$ cat src/rtl/adder_pkg.sv
// Shared definitions for the sequenced ripple-carry adder.
//   SLICE_W   : width of the shared adder slice (bits per ADD cycle)
//   state_t   : controller FSM encoding
//   idx_width : width of the chunk index for a given slice count (minimum 1)
package adder_pkg;

    localparam int unsigned SLICE_W = 4;

    typedef enum logic [1:0] {
        IDLE = 2'd0,
        ADD  = 2'd1,
        DONE = 2'd2
    } state_t;

    function automatic int unsigned idx_width(input int unsigned num_slices);
        return (num_slices > 1) ? $clog2(num_slices) : 1;
    endfunction

endpackage

$ cat src/rtl/adder_slice_4b.sv
// 4-bit ripple-carry adder slice built from four chained full-adder cells.
// Ports:
//   in_1, in_2 : 4-bit addends
//   carry_in   : carry into bit 0
//   sum_out    : 4-bit sum
//   carry_out  : carry out of bit 3
module adder_slice_4b (
    input  logic [3:0] in_1,
    input  logic [3:0] in_2,
    input  logic       carry_in,
    output logic [3:0] sum_out,
    output logic       carry_out
);

    logic [4:0] carry;

    assign carry[0] = carry_in;

    for (genvar i = 0; i < 4; i++) begin : g_full_adder
        assign sum_out[i]   = in_1[i] ^ in_2[i] ^ carry[i];
        assign carry[i + 1] = (in_1[i] & in_2[i]) | (carry[i] & (in_1[i] ^ in_2[i]));
    end

    assign carry_out = carry[4];

endmodule

$ cat src/rtl/rca_seq_ctrl.sv
// Multi-cycle adder: adds two OP_WIDTH-bit operands one 4-bit chunk per cycle
// (LSB chunk first) through a single shared adder_slice_4b, carrying between
// chunks in a register. The OP_WIDTH+1-bit result is offered on a valid/ready port.
// Ports:
//   clk, rst_n          : clock, asynchronous active-low reset
//   in_valid / in_ready : operand handshake (term_1, term_2)
//   out_valid/out_ready : result handshake (sum, MSB is final carry)
//   busy                : operation in flight or result pending
module rca_seq_ctrl
    import adder_pkg::*;
#(
    parameter int unsigned OP_WIDTH = 16
) (
    input  logic                clk,
    input  logic                rst_n,
    input  logic                in_valid,
    output logic                in_ready,
    input  logic [OP_WIDTH-1:0] term_1,
    input  logic [OP_WIDTH-1:0] term_2,
    output logic                out_valid,
    input  logic                out_ready,
    output logic [OP_WIDTH:0]   sum,
    output logic                busy
);

    localparam int unsigned NUM_SLICES = OP_WIDTH / SLICE_W;
    localparam int unsigned IDX_W      = idx_width(NUM_SLICES);
    localparam logic [IDX_W-1:0] LAST_IDX = IDX_W'(NUM_SLICES - 1);

    state_t             state_q, state_d;
    logic [OP_WIDTH-1:0] op_a_q, op_a_d;
    logic [OP_WIDTH-1:0] op_b_q, op_b_d;
    logic [OP_WIDTH:0]   sum_q, sum_d;
    logic                carry_q, carry_d;
    logic [IDX_W-1:0]    idx_q, idx_d;

    logic [SLICE_W-1:0]  slice_a, slice_b, slice_sum;
    logic                slice_co;

    // Chunk select mux feeding the single shared slice.
    assign slice_a = op_a_q[SLICE_W*idx_q +: SLICE_W];
    assign slice_b = op_b_q[SLICE_W*idx_q +: SLICE_W];

    adder_slice_4b u_slice (
        .in_1      (slice_a),
        .in_2      (slice_b),
        .carry_in  (carry_q),
        .sum_out   (slice_sum),
        .carry_out (slice_co)
    );

    always_comb begin
        state_d = state_q;
        op_a_d  = op_a_q;
        op_b_d  = op_b_q;
        sum_d   = sum_q;
        carry_d = carry_q;
        idx_d   = idx_q;

        unique case (state_q)
            IDLE: begin
                if (in_valid) begin
                    op_a_d  = term_1;
                    op_b_d  = term_2;
                    idx_d   = '0;
                    carry_d = 1'b0;
                    state_d = ADD;
                end
            end
            ADD: begin
                sum_d[SLICE_W*idx_q +: SLICE_W] = slice_sum;
                carry_d = slice_co;
                if (idx_q == LAST_IDX) begin
                    sum_d[OP_WIDTH] = slice_co;
                    idx_d   = '0;
                    state_d = DONE;
                end else begin
                    idx_d = idx_q + IDX_W'(1);
                end
            end
            DONE: begin
                // Input handshake is deliberately not considered here.
                if (out_ready) begin
                    state_d = IDLE;
                end
            end
            default: state_d = IDLE;
        endcase
    end

    always_ff @(posedge clk or negedge rst_n) begin
        if (!rst_n) begin
            state_q <= IDLE;
            op_a_q  <= '0;
            op_b_q  <= '0;
            sum_q   <= '0;
            carry_q <= 1'b0;
            idx_q   <= '0;
        end else begin
            state_q <= state_d;
            op_a_q  <= op_a_d;
            op_b_q  <= op_b_d;
            sum_q   <= sum_d;
            carry_q <= carry_d;
            idx_q   <= idx_d;
        end
    end

    assign in_ready  = (state_q == IDLE);
    assign out_valid = (state_q == DONE);
    assign busy      = (state_q != IDLE);
    assign sum       = sum_q;

endmodule

$ cat config.mk
export PLATFORM = sky130hd
export DESIGN_NAME = rca_seq_ctrl
export DESIGN_NICKNAME = d
export VERILOG_FILES = /design/src/rtl/adder_pkg.sv /design/src/rtl/adder_slice_4b.sv /design/src/rtl/rca_seq_ctrl.sv
export SDC_FILE = /design/constraint.sdc
export NUM_CORES = 1
export LEC_CHECK = 0
export CAP_MARGIN = 20
export CORE_ASPECT_RATIO = 1.1
export CORE_UTILIZATION = 51
export DETAILED_ROUTE_END_ITERATION = 10
export GPL_TIMING_DRIVEN = 0
export PLACE_DENSITY_LB_ADDON = 0.3
export SKIP_CTS_REPAIR_TIMING = 1
export SLEW_MARGIN = 20
export SYNTH_ARGS = -nofsm -noshare
export SYNTH_HDL_FRONTEND = slang
export SYNTH_SLANG_ARGS = --single-unit
$ cat constraint.sdc
create_clock -name clk -period 3.6 [get_ports clk]
set_clock_uncertainty 0.15 [all_clocks]
set_input_delay 0.72 -clock clk [delete_from_list [all_inputs] [get_ports clk]]
set_output_delay 0.72 -clock clk [all_outputs]
set_load 0.01 [all_outputs]
**After elaboration in Yosys (flattened, before gate mapping)**

Cells that the tools add are included.
Widths: inputs -> output; s select.

- Register bits after elaboration: 54
- Latch bits: 0
- RAM bits: 0
- Memory bits (read-only): 0
- Input port bits: 36
- Output and inout bits: 20
- Word-level logic and storage cells: 55
- Memories: 0

- Add/subtract/negate cells: 2
- Multipliers: 0
- Divide/modulo/power cells: 0
- Magnitude comparators: 0
- Equality and inequality tests: 6
- Shift operators: 4
- Mux-type cells: 11
- Bitwise operators: 20
- Reduce and logical (&&, ||, !) cells: 6

Operators with widths:

| cell | count |
|---|---|
| $neg 4->34 | 1 |
| $shift 4x34->17 const A | 1 |
| $shiftx 4x34->17 | 1 |
| $shiftx 16x5->4 | 2 |
| $bwmux 17 | 1 |
| $mux 2 | 5 |
| $and 1x1->1 | 8 |
| $xor 1x1->1 | 8 |
| $pmux 2 s3 | 1 |
| $eq 2x2->1 const B | 2 |
| $ne 2x2->1 const B | 2 |
| $or 1x1->1 | 4 |
| $pmux 2 s2 | 1 |
| $reduce_and 2->1 | 2 |
| $reduce_bool 2->1 | 2 |
| $reduce_and 3->1 | 1 |
| $add 2x1->2 const B | 1 |
| $eq 2x1->1 const B | 1 |
| $logic_not 2->1 | 1 |
| $mux 1 | 2 |
| $ne 2x1->1 const B | 1 |
| $pmux 1 s2 | 1 |

**Depth between registers and ports, before layout**

Gate-level depths: netlist (run 1).

- Depth in word-level cells: 12
- Mapped depth: 12
- Depth with buffers taken out: 11

**Cells and area by module**

Synthesis (run 1) repeated with hierarchy kept, for this count alone.

- Cell total of the unflattened synthesis: 182
- Area, all modules: 2607.5 um2

Modules (own cells, without submodules):

| module | times used | cells each | area an instance (um2) | sequential area each (um2) |
|---|---|---|---|---|
| rca_seq_ctrl | 1 | 168 | 2489.9 | 1351.3 |
| adder_slice_4b | 1 | 14 | 117.6 | 0.0 |

**Worst setup path after synthesis (run 1)**

OpenSTA, ideal clock, no wires.

- Path type: flip-flop to flip-flop
- Start point: register idx_q[0]
- End point: register sum_q[3], in the netlist sum[3]
- Library setup time: 121 ps
- Arrival time: 2699 ps
- Data required time: 3329 ps
- Slack: 630 ps
- Cell stages (with the launch flop): 10
- Buffers on the path: 2
- Period minus slack after synthesis: 2970 ps
- Path through: dfrtp_1 > buf_2 > buf_2 > mux4_2 > fa_1 > inv_1 > fa_1 > inv_1 > fa_1 > a22o_1

- Cells in the longest elaborated chain, start to end: 11
- Elaborated cells on any way between the ends: 23
- Classes of those cells: add/sub: 1; shift: 4; mux: 1; bitwise: 17

Ends and longest elaborated chain:

| item | line | RTL |
|---|---|---|
| start, declared | rca_seq_ctrl.sv:35 | `logic [IDX_W-1:0] idx_q, idx_d;` |
| start signal, assigned | rca_seq_ctrl.sv:105 | `idx_q <= idx_d;` |
| $shiftx 16x5->4 (on tied branches) | rca_seq_ctrl.sv:41, rca_seq_ctrl.sv:42 |  |
| $xor 1x1->1 | adder_slice_4b.sv:20, adder_slice_4b.sv:21 |  |
| $and 1x1->1 | adder_slice_4b.sv:21 | `assign carry[i + 1] = (in_1[i] & in_2[i]) \| (carry[i] & (in_1[i] ^ in_2[i]));` |
| $or 1x1->1 | adder_slice_4b.sv:21 |  |
| $and 1x1->1 | adder_slice_4b.sv:21 |  |
| $or 1x1->1 | adder_slice_4b.sv:21 |  |
| $and 1x1->1 | adder_slice_4b.sv:21 |  |
| $or 1x1->1 | adder_slice_4b.sv:21 |  |
| $xor 1x1->1 | adder_slice_4b.sv:20 | `assign sum_out[i] = in_1[i] ^ in_2[i] ^ carry[i];` |
| $shiftx 4x34->17 | rca_seq_ctrl.sv:71 | `sum_d[SLICE_W*idx_q +: SLICE_W] = slice_sum;` |
| $bwmux 17 * | rca_seq_ctrl.sv:71 |  |
| end signal, assigned | rca_seq_ctrl.sv:103 | `sum_q <= sum_d;` |
| end, declared | rca_seq_ctrl.sv:33 | `logic [OP_WIDTH:0] sum_q, sum_d;` |

Mark *: on every way between the ends. The rest lies on a longest branch, timed or not.
A chain may end at the register's enable or synchronous reset.

**Final worst setup path (run 1)**

- Start point: register idx_q[1]
- End point: register sum_q[7], in the netlist sum[7]

The elaborated chain is that of the path after synthesis.

==> results of run 1 <==
-- Yosys cell counts (all sizes together), types with 2 or more instances --
| cell type | count |
|---|---|
| nand3b | 4 |
| a21oi | 3 |
| dfrtp | 54 |
| mux2 | 32 |
| fa | 4 |
| and2b | 2 |
| nand2 | 5 |
| mux4 | 8 |
| buf | 7 |
| nor2 | 4 |
| nor4b | 3 |
| a22o | 17 |
| o31ai | 2 |
| ha | 7 |
| inv | 15 |
-- worst max-delay path: stages, from the launching register on --
cell      delay, ns
dfrtp_1        0.43
clkbuf_1       0.48
mux4_2         0.30
inv_1          0.06
fa_1           0.38
inv_1          0.08
fa_1           0.15
inv_1          0.04
fa_1           0.35
inv_1          0.09
fa_1           0.49
a22o_1         0.23
-- flip-flops by register name, summed over array words and instances (netlist names) --
name	cells
op_a_q	16
carry_q	1
idx_q	2
op_b_q	16
state_q	2
sum	17
-- per-layer routing --
layer,wire length (um),global-route usage,up-vias
met2,2550,0.331,46
met5,0,0,-
met1,2210,0.262,803
met3,163,0.0475,6
met4,44,0.0520,0
li1,-,-,748
-- final timing paths --
check | from | endpoint | slack, ns | cells after the start
min in group clk | sum[10]$_DFFE_PN0P_ | sum[10]$_DFFE_PN0P_ | 0.35 | 2
max in group asynchronous | rst_n | op_b_q[2]$_DFFE_PN0P_ | 2.57 | 1
worst max register to register | idx_q[1]$_DFFE_PN0P_ | sum[7]$_DFFE_PN0P_ | 0.28 | 11
worst min register to register | sum[10]$_DFFE_PN0P_ | sum[10]$_DFFE_PN0P_ | 0.35 | 2
worst min-delay path | rst_n | sum[6]$_DFFE_PN0P_ | 0.28 | 1
worst max-delay path | idx_q[1]$_DFFE_PN0P_ | sum[7]$_DFFE_PN0P_ | 0.28 | 11
-- through the flow --
step | hold slack [ns] | utilization | cell area (um2)
after floorplan | 0.274 | - | 2680
after global placement | 0.316 | 0.656 | 3300
after detailed placement | 0.335 | 0.655 | 3300
after CTS | 0.311 | 0.674 | 3390
after global routing | 0.349 | 0.674 | 3390
final | 0.281 | 0.674 | 3390
-- cell families after synthesis --
family	count (synthesis)	share of synthesized area
AOI/OAI and AO/OA	24	0.0715
adders and majority gates	11	0.0626
buffers and inverters	23	0.0603
DFF	54	0.504
muxes	41	0.248
and+or+nand+nor	22	0.0537
-- final cells by class --
cell class                      count  area, um2  share of cell area
Buffer                              8        105              0.0310
Clock buffer                        7       86.3              0.0255
Clock inverter                      1       5.00             0.00148
Inverter                           15       56.3              0.0166
Multi-Input combinational cell     98       1170               0.344
Sequential cell                    54       1350               0.399
Tap cell                           58       72.6              0.0214
Timing Repair Buffer               55        548               0.162
-- power groups by stage --
stage	logic [uW]	clock network (uW)	registers [uW]
detailed placement	1790	0	1080
global route	1950	381	1100
global placement	1770	0	1060
CTS	1810	351	1060
floorplan	1260	0	1050
finish	1790	345	1060
==> reports/results.ini, run 1 <==
[sta]
relSlewSlack=0.547
setup_tns_ns=0
worstMarginPinSlew_ns=0.674
layout_setup_ws_ns=0.280
period_share=0.922
finalHoldViolations=0
setup_viol=0
max_freq_mhz=301
rsz0062_at_grt=false
maxSlewViolCount=0
period_minus_slack_ns=3.32

[synth]
synth_top_area_share=0.504
ys_ff_latch=54
synth-edff-count=0
syn_area_per_cell_um2=15.3
synth_cell_types=28
async_reset_ff_frac=1.00
yosys.area.top_type=dfrtp_1
synth_area_leaders=dfrtp_1 (50%), mux2_4 (17%), mux4_2 (6.7%), a22o_1 (5.6%), ha_1 (3.3%)
synthCells=175
syn-num-nets=222
yosysSeqAreaShare=0.504
synth_area_um2=2680
synthFlopType=dfrtp_1
ys_warn_count=0

[outcome]
violations=DRC
outcome=finished, violations left

[power]
p_leak_uw=0.00152
power.switching_uw=1180
switching_share=0.368
ir_worst_vdd_v=0.000442
cellPowerDensity_nw_per_um2=945
total_power_uw=3200
p_int_uw=2030
comb_power_share=0.560
seqPwrFrac=0.332
p_clk_frac=0.108

[worst_setup_path]
critPathArrivalTime_ns=3.37
start_kind=flop
crit_fanout=10
crit_path_end_kind=flop
critPathKind=reg -> reg
worstPathRequired_ns=3.65

[layout]
syn2layout_area_growth_pct=26.6
num_antenna_cells=0
fin_cells=296
mostFrequentLayoutCells=dfrtp_1 (54), clkdlybuf4s50_1 (54), mux2_4 (30)
drive_above_1_share=0.256
num-nets-final=284
fillers=371

[clocking]
root_buffer=clkbuf_8
clkTransAtPathRegs_ns=0.09
clock_path_buffers=2
clock_sinks=54
h-tree-depth=2
cts_tree=done
clkLatencyLatePin_ns=0.31
cts_made_buffers=5

[placed_design]
portBuffers=55
dp.cells=288
dp_hpwl_um=3620
pre_cts_ws_ns=0.264
place.gp.congestion=0.836

[global_route]
grt_use_total=0.199
first_global_vias=1635
antenna_found_initial=0
grt_overflow=0
grt_max_degree=55
grt_pass1_wl_um=8310

[detailed_routing]
detail_route.iter0.violations=79
wl_per_cell_um=16.8
drt-pass1-iter-count=10
final_antenna_net_count=0
routed_via_density=5.42
vias=1603
drc=6
routed_wl_um=4960

[die]
die_h_um=78.0
ios=56
fp.dieW_um=71.1
dieArea_um2=5550
core_um2=5030
start_util=0.532
rows=27

[min_path]
hp-class=in -> async

[run]
maxCapViolCount=0

No activity file was read; power rests on OpenSTA's default activity.
==> run 2, diff against run 1 <==
CTS_CLUSTER_DIAMETER = 200   (was default)
==> results of run 2 <==
Final layout, timing and power as in run 1 (identical DEF).
